[src/rtl/bus_xing_pkg.sv]
`default_nettype none
// ============================================================================
// Module   : bus_xing_pkg
// Brief    : Shared constants for the toggle-handshake bus crossing and its
//            receive-side packer.
// Revision : 1.0
// ============================================================================
package bus_xing_pkg;

    localparam int BUS_DATA_W = 8;
    localparam int BUS_LANES  = 4;
    localparam int BUS_DEPTH  = 4;

    localparam int LANE_IDX_W = $clog2(BUS_LANES);
    localparam int LEVEL_W    = $clog2(BUS_DEPTH + 1);

endpackage
`default_nettype wire

[src/rtl/bus_sync_fifo.sv]
`default_nettype none
// ============================================================================
// Module   : bus_sync_fifo
// Brief    : Single-clock register-array FIFO with an occupancy counter.
// Revision : 1.0
// ============================================================================
module bus_sync_fifo
    import bus_xing_pkg::*;
#(
    parameter int WIDTH = BUS_DATA_W * BUS_LANES,
    parameter int DEPTH = BUS_DEPTH,
    localparam int PTR_W = $clog2(DEPTH),
    localparam int LVL_W = $clog2(DEPTH + 1)
) (
    input  logic             clk,
    input  logic             rst_n,
    input  logic             i_push,
    input  logic [WIDTH-1:0] i_data,
    input  logic             i_pop,
    output logic             o_full,
    output logic             o_empty,
    output logic [LVL_W-1:0] o_level,
    output logic [WIDTH-1:0] o_data
);

    logic [WIDTH-1:0] r_mem [DEPTH];
    logic [PTR_W-1:0] r_wr_ptr;
    logic [PTR_W-1:0] r_rd_ptr;
    logic [LVL_W-1:0] r_level;
    logic             w_do_push;
    logic             w_do_pop;

    assign o_full    = (r_level == LVL_W'(DEPTH));
    assign o_empty   = (r_level == '0);
    assign o_level   = r_level;
    assign w_do_pop  = i_pop & ~o_empty;
    // A push into a full FIFO is only legal when the head leaves the same cycle.
    assign w_do_push = i_push & (~o_full | w_do_pop);

    // Empty FIFO presents zero so the unreset storage never leaks out.
    assign o_data = o_empty ? '0 : r_mem[r_rd_ptr];

    always_ff @(posedge clk or negedge rst_n) begin
        if (!rst_n) begin
            r_wr_ptr <= '0;
            r_rd_ptr <= '0;
            r_level  <= '0;
        end else begin
            if (w_do_push) r_wr_ptr <= r_wr_ptr + PTR_W'(1);
            if (w_do_pop)  r_rd_ptr <= r_rd_ptr + PTR_W'(1);
            if (w_do_push && !w_do_pop)      r_level <= r_level + LVL_W'(1);
            else if (!w_do_push && w_do_pop) r_level <= r_level - LVL_W'(1);
        end
    end

    always_ff @(posedge clk) begin
        if (w_do_push) r_mem[r_wr_ptr] <= i_data;
    end

endmodule
`default_nettype wire

[src/rtl/bus_rx_packer.sv]
`default_nettype none
// ============================================================================
// Module   : bus_rx_packer
// Brief    : Packs LANES crossing words little-endian into wide words and
//            buffers them in a FIFO exposed as a valid/ready stream.
// Revision : 1.0
// ============================================================================
module bus_rx_packer
    import bus_xing_pkg::*;
#(
    parameter int DATA_W = BUS_DATA_W,
    parameter int LANES  = BUS_LANES,
    parameter int DEPTH  = BUS_DEPTH,
    localparam int LANE_W = $clog2(LANES),
    localparam int LVL_W  = $clog2(DEPTH + 1),
    localparam int OUT_W  = DATA_W * LANES,
    localparam int PART_W = DATA_W * (LANES - 1)
) (
    input  logic              clkB,
    input  logic              rstB_n,
    input  logic              FlagIn_clkB,
    input  logic [DATA_W-1:0] BusIn,
    input  logic              Flush,
    input  logic              OutReady,
    output logic              OutValid,
    output logic [OUT_W-1:0]  OutData,
    output logic [LVL_W-1:0]  Level,
    output logic [LANE_W-1:0] LanePos,
    output logic              Overflow,
    input  logic              ClearOvf
);

    logic [PART_W-1:0] r_part;
    logic [LANE_W-1:0] r_lane;
    logic              r_ovf;
    logic              w_accept;
    logic              w_last;
    logic              w_pop;
    logic              w_full;
    logic              w_empty;
    logic              w_drop;
    logic [OUT_W-1:0]  w_word;

    assign w_accept = FlagIn_clkB & ~Flush;
    assign w_last   = w_accept & (r_lane == LANE_W'(LANES - 1));
    assign w_pop    = ~w_empty & OutReady;
    assign w_drop   = w_last & w_full & ~w_pop;
    assign w_word   = {BusIn, r_part};

    assign OutValid = ~w_empty;
    assign LanePos  = r_lane;
    assign Overflow = r_ovf;

    always_ff @(posedge clkB or negedge rstB_n) begin
        if (!rstB_n) begin
            r_part <= '0;
            r_lane <= '0;
            r_ovf  <= 1'b0;
        end else begin
            // Lanes are never cleared after a push; each is rewritten before reuse.
            for (int i = 0; i < LANES - 1; i++) begin
                if (w_accept && r_lane == LANE_W'(i))
                    r_part[i*DATA_W +: DATA_W] <= BusIn;
            end
            if (Flush)         r_lane <= '0;
            else if (w_accept) r_lane <= r_lane + LANE_W'(1);
            if (w_drop)        r_ovf <= 1'b1;
            else if (ClearOvf) r_ovf <= 1'b0;
        end
    end

    bus_sync_fifo #(
        .WIDTH (OUT_W),
        .DEPTH (DEPTH)
    ) u_fifo (
        .clk     (clkB),
        .rst_n   (rstB_n),
        .i_push  (w_last),
        .i_data  (w_word),
        .i_pop   (w_pop),
        .o_full  (w_full),
        .o_empty (w_empty),
        .o_level (Level),
        .o_data  (OutData)
    );

endmodule
`default_nettype wire

[config.mk]
export PLATFORM = sky130hd
export DESIGN_NAME = bus_rx_packer
export DESIGN_NICKNAME = d
export VERILOG_FILES = /design/src/rtl/bus_xing_pkg.sv /design/src/rtl/bus_sync_fifo.sv /design/src/rtl/bus_rx_packer.sv
export SDC_FILE = /design/constraint.sdc
export NUM_CORES = 1
export LEC_CHECK = 0
export BUFFER_PORTS_ARGS = -buffer_cell sky130_fd_sc_hd__buf_2
export CORE_AREA = 2 2 136 112
export CTS_BUF_LIST = sky130_fd_sc_hd__clkbuf_4 sky130_fd_sc_hd__clkbuf_8
export CTS_CLUSTER_SIZE = 24
export DETAILED_ROUTE_END_ITERATION = 8
export DIE_AREA = 0 0 138 114
export PLACE_DENSITY = 0.76
export SETUP_SLACK_MARGIN = 0.15
export SYNTH_ARGS = -nofsm -noshare
export SYNTH_HDL_FRONTEND = slang
export SYNTH_SLANG_ARGS = --single-unit
[constraint.sdc]
create_clock -name clkB -period 2.17 [get_ports clkB]
set_input_delay 0.1085 -clock clkB [delete_from_list [all_inputs] [get_ports clkB]]
set_output_delay 0.1085 -clock clkB [all_outputs]
set_load 0.1 [all_outputs]
# [Yosys cells after proc, flatten, opt, wreduce, memory -nomap -nowiden]
# Memories as Yosys holds them, arrays and structs flattened.
# Index checks and enable logic that the tools add are counted.
[word_totals] latchBits=0 ram_bits=128 mem_bits_ro=0 ff_bits=34 out_inout_bits=39 memories=1 word_cells=51 inputBits=14
[op_classes] order_cmp=0 n_reduce_logical=12 n_mux=9 n_div=0 n_eq_ne=4 n_shift=0 n_addsub=5 n_bitwise=12 n_mul=0
[memory_table] memory="u_fifo.r_mem" words=4 word_bits=32 rd=1 rd_clocked_by_memory_dff=0 write_ports=1 line="bus_sync_fifo.sv:26" source="logic [WIDTH-1:0] r_mem [DEPTH];"
[op_table] op="32-bit 2-to-1 mux" count=1
[op_table] op="1-bit AND" count=7
[op_table] op="2-bit by 1-bit adder with 2-bit output, second input constant" count=3
[op_table] op="3-bit 2-to-1 mux" count=2
[op_table] op="2-bit nonzero test" count=3
[op_table] op="1-bit logical AND" count=5
[op_table] op="2-bit == test, second input constant" count=2
[op_table] op="1-bit 2-to-1 mux" count=4
[op_table] op="2-bit 2-to-1 mux" count=2
[op_table] op="1-bit NOT" count=4
[op_table] op="3-bit by 1-bit adder with 3-bit output, second input constant" count=1
[op_table] op="3-bit == test, second input constant" count=1
[op_table] op="3-bit zero test" count=1
[op_table] op="3-bit by 1-bit subtractor with 3-bit output, second input constant" count=1
[op_table] op="2-bit by 1-bit == test with 1-bit output, second input constant" count=1
[op_table] op="1-bit zero test" count=2
[op_table] op="2-bit zero test" count=1
[op_table] op="1-bit bitwise OR" count=1

# [Longest topological paths before layout]
[logic_depth] word_depth=10 depth_mapped=10 ltp_nobuf=8

# [By module]
# A second synthesis with hierarchy kept.
[unflattened] hier_cells=310 area_unflattened_um2=6406.1
[modules_own_cells] mod="bus_sync_fifo" cells_per_inst=239 seq_area_each_um2=4018.9 instances=1 area_each_um2=5263.8
[modules_own_cells] mod="bus_rx_packer" cells_per_inst=71 seq_area_each_um2=675.6 instances=1 area_each_um2=1142.3

# [Worst setup path before layout]
# No wires, ideal clock.
[synth_timing] path_type="reg2out" startpoint="register u_fifo.r_level[0], in the netlist u_fifo.o_level[0]" endpoint="output OutData[22]" t_required_ps=2061 slack_ps=-1215 arrival_ps=3277 stages_incl_launch_ff=5 path_buffers=2 cell_sequence="dfrtp_1 or3_1 clkbuf_1 clkbuf_1 and2_1"
[synth_via] elab_chain_len=2
[synth_rtl] item="start, declared" line="bus_sync_fifo.sv:29" source="logic [LVL_W-1:0] r_level;"
[synth_rtl] item="start signal, assigned" line="bus_sync_fifo.sv:51" source="if (w_do_push && !w_do_pop) r_level <= r_level + LVL_W'(1);"
[synth_rtl] item="start signal, assigned" line="bus_sync_fifo.sv:52" source="else if (!w_do_push && w_do_pop) r_level <= r_level - LVL_W'(1);"
[synth_rtl] item="3-bit zero test" line="bus_sync_fifo.sv:34" source="assign o_empty = (r_level == '0);"
[synth_rtl] item="32-bit 2-to-1 mux" line="bus_sync_fifo.sv:41" source="assign o_data = o_empty ? '0 : r_mem[r_rd_ptr];"
[synth_rtl] item="end, declared" line="bus_rx_packer.sv:26" source="output logic [OUT_W-1:0] OutData,"
# Every way passes these cells.

# [Final worst setup path]
[layout_timing] startpoint="register u_fifo.r_level[2], in the netlist u_fifo.o_level[2]" endpoint="register u_fifo.r_level[2], in the netlist u_fifo.o_level[2]"
[layout_via] elab_chain_len=9 word_cells_on_any_way=17 classes_between="add/sub (2); eq/ne (1); mux (2); bitwise (6); reduce/logical (6)"
[layout_rtl] item="3-bit zero test" line="bus_sync_fifo.sv:34"
[layout_rtl] item="1-bit NOT" line="bus_sync_fifo.sv:36, bus_rx_packer.sv:46"
[layout_rtl] item="1-bit AND" line="bus_rx_packer.sv:46" source="assign w_pop = ~w_empty & OutReady;"
[layout_rtl] item="1-bit AND" line="bus_sync_fifo.sv:36" source="assign w_do_pop = i_pop & ~o_empty;"
[layout_rtl] item="1-bit bitwise OR" line="bus_sync_fifo.sv:38" source="assign w_do_push = i_push & (~o_full | w_do_pop);"
[layout_rtl] item="1-bit AND" line="bus_sync_fifo.sv:38"
[layout_rtl] item="1-bit zero test" line="bus_sync_fifo.sv:52"
[layout_rtl] item="1-bit logical AND" line="bus_sync_fifo.sv:52"
[layout_rtl] item="2-bit nonzero test (no line)"
# Several ways; a longest one is shown, not always the timed one. The select of a mux whose other input is x is not followed.
# A chain may end at the register's enable or synchronous reset.

==> metrics <==
final setup margin 0.0135 ns; hpwl dp roughly 6600 µm; GR peak layer met2; Final Hold Violating Endpoints 0; Max Clock Skew 0.00954 ns; DR vias 3087; DR pass1 iterations 4; CORE AREA 14500 µm²; RSZ-0062 raised after global routing true; crit-path max FO 6; crit path capture type register; WP data required roughly 2.5 ns; DP Area 7500 µm²; most common cell after layout, fill and taps aside edfxtp_1; Startpoint Class register; WS Path Type reg -> reg; met3 Use GR 4.32%; FF-to-FF path depth 8; CTS Buf Count 17; area of the multi-input gates 1660 µm²; grt ovf 0; GP Congestion about 0.77; Bufs on Longest Clock Path 2; Routed Antenna Nets 0; Synthesis Warnings 0; clock slew seen by the registers of the worst setup and hold paths 0.09 ns; fin nets around 430; vias in the first global route 3232; Fmax between 0.4 and 0.5 GHz; largest net degree at the start of global routing 35; status finished, final reports clean; Worst Setup EP u_fifo.o_level[2]$_DFFE_PN0P_; num ports 53; synthesized area 6350 µm²; commonest cells after routing, fill and taps aside edfxtp_1, buf_12, mux4_2; All-Layer GR Usage 14.9%; R2R Path End u_fifo.o_level[2]$_DFFE_PN0P_; final setup TNS 0 ns; CP arrival about 2.5 ns; initial core utilization 43.8%; row count 40; area grow syn2layout 30.2%; final count of pins violating max slew 0; number of max-cap violations 0; min cycle time layout 2.16 ns; Synth cell types 25; CTS tree done; # port buffers 52; setup slack, reg-to-reg 0.01 ns; Die Height 114 µm; total wire length roughly 12000 µm; crit share post-route 99.4%; CTS root buf clkbuf_8; Syn Inst Count 308; M1 GR Usage 19.9%; antenna violations before repair 0; CP startpoint u_fifo.o_level[2]$_DFFE_PN0P_; synthesized flop and latch total approximately 160; Slew Limit Headroom 43.7%; die area approximately 16000 µm²; H-Tree Depth 4; DRC viols 0; DRT iter0 DRCs 295; final setup fails 0; min-delay worst type in -> async; post-synthesis sequential area ratio 73.9%; met2 GRT Util 24.6%; clk_lat worst skew 0.44 ns; share of layout cells above drive strength 1 52.3%; fin area a little over 8000 µm²; syn_nets 332; first-pass GRT wire length 17700 µm; FF-to-FF Start u_fifo.o_level[2]$_DFFE_PN0P_; die span in x 138 µm; diode count 0; Fillers 1053; Least-Margin Pin Slew between 0.8 and 0.9 ns; Vias/cell a little over 5; # clock sinks 162; Synth Area per Inst 20.6 µm²; Avg WL per Cell between 15 and 20 µm; Seq. cell area around 4700 µm²; pre-CTS worst setup slack approximately 0.047 ns
## layer usage
layer	routed length, µm	vias up
li1	-	1379
met1	5040	1596
met2	6110	102
met3	637	10
met4	116	0
met5	0	-
## timing repair
item	in CTS	in global routing
setup endpoints to repair	35	34
pin swaps	5	16
hold buffers	14	0
cloned	0	4
hold endpoints to repair	83	0
buffers inserted	5	3
resized for setup	6	25
## Yosys cell counts, drive strengths merged
| cell type | number | share of area [%] |
|---|---|---|
| buf | 9 | 1.2 |
| dfrtp | 34 | 13 |
| inv | 6 | 0.35 |
| or3 | 1 | 0.099 |
| nand2 | 4 | 0.35 |
| nor2 | 3 | 0.18 |
| o21ai | 1 | 0.079 |
| clkbuf | 5 | 0.30 |
| fa | 1 | 0.32 |
| nor4b | 1 | 0.24 |
| and2 | 36 | 3.6 |
| mux2i | 1 | 0.16 |
| and3b | 1 | 0.14 |
| nand3 | 2 | 0.16 |
| xor2 | 2 | 0.28 |
| xnor2 | 5 | 0.69 |
| edfxtp | 128 | 61 |
| mux4 | 32 | 11 |
| mux2 | 26 | 4.7 |
| and2b | 1 | 0.12 |
| ha | 9 | 1.8 |
## per-stage QoR
stage               hold slack [ns]  utilization, %  cells
floorplan                    -0.187               -    308
global placement              0.236            51.6    546
detailed placement            0.254            51.6    546
CTS                           0.309            56.0    597
global route                  0.350            57.0    604
finish                        0.298            57.0    604
## flip-flops by register name (all words and copies together), names as in the netlist
| signal | flops |
|---|---|
| u_fifo.r_mem | 128 |
| r_part | 24 |
| u_fifo.o_level | 3 |
| LanePos | 2 |
| u_fifo.r_rd_ptr | 2 |
| u_fifo.r_wr_ptr | 2 |
| Overflow | 1 |
## worst min-delay path by stage
stage,start,to,cells past startpoint
final,rstB_n,u_fifo.r_wr_ptr[0]$_DFFE_PN0N_,2
after global routing,rstB_n,r_part[17]$_DFFE_PN0P_,2
after CTS,rstB_n,r_part[17]$_DFFE_PN0P_,2
after detailed placement,rstB_n,r_part[17]$_DFFE_PN0P_,1
after global placement,rstB_n,u_fifo.r_wr_ptr[1]$_DFFE_PN0N_,1
after floorplan,rstB_n,LanePos[0]$_DFFE_PN0P_,0
## layout make-up
class                   instances  share of cell area (%)
inverters                       6                   0.272
well taps                     189                    2.86
repair buffers                 89                    14.6
clock inverters                14                    2.27
multi-input cells             126                    20.0
flip-flops and latches        162                    56.9
clock buffers                  18                    3.00
## worst max-delay path, cell delays in order (launching register included)
cell and delay [ns]:
dfrtp_4 0.49, or3_4 0.50, nand2_4 0.10, ha_4 0.13, inv_2 0.03, fa_2 0.33
xor2_1 0.16, nor2_1 0.15, xor2_1 0.18
## kinds of logic after synthesis
kind of cell / Yosys count / share of synthesized area, %
buffers and inverters: 20 / 1.85
AOI/OAI and AO/OA: 1 / 0.0787
muxes: 59 / 16.2
DFF: 162 / 73.9
xor gates and xnor gates: 7 / 0.966
and+or+nand+nor: 49 / 4.91
adders and majority gates: 10 / 2.09
Power is not shown: default switching activity piles up to over one toggle a cycle in this logic, so the estimate is an artifact.
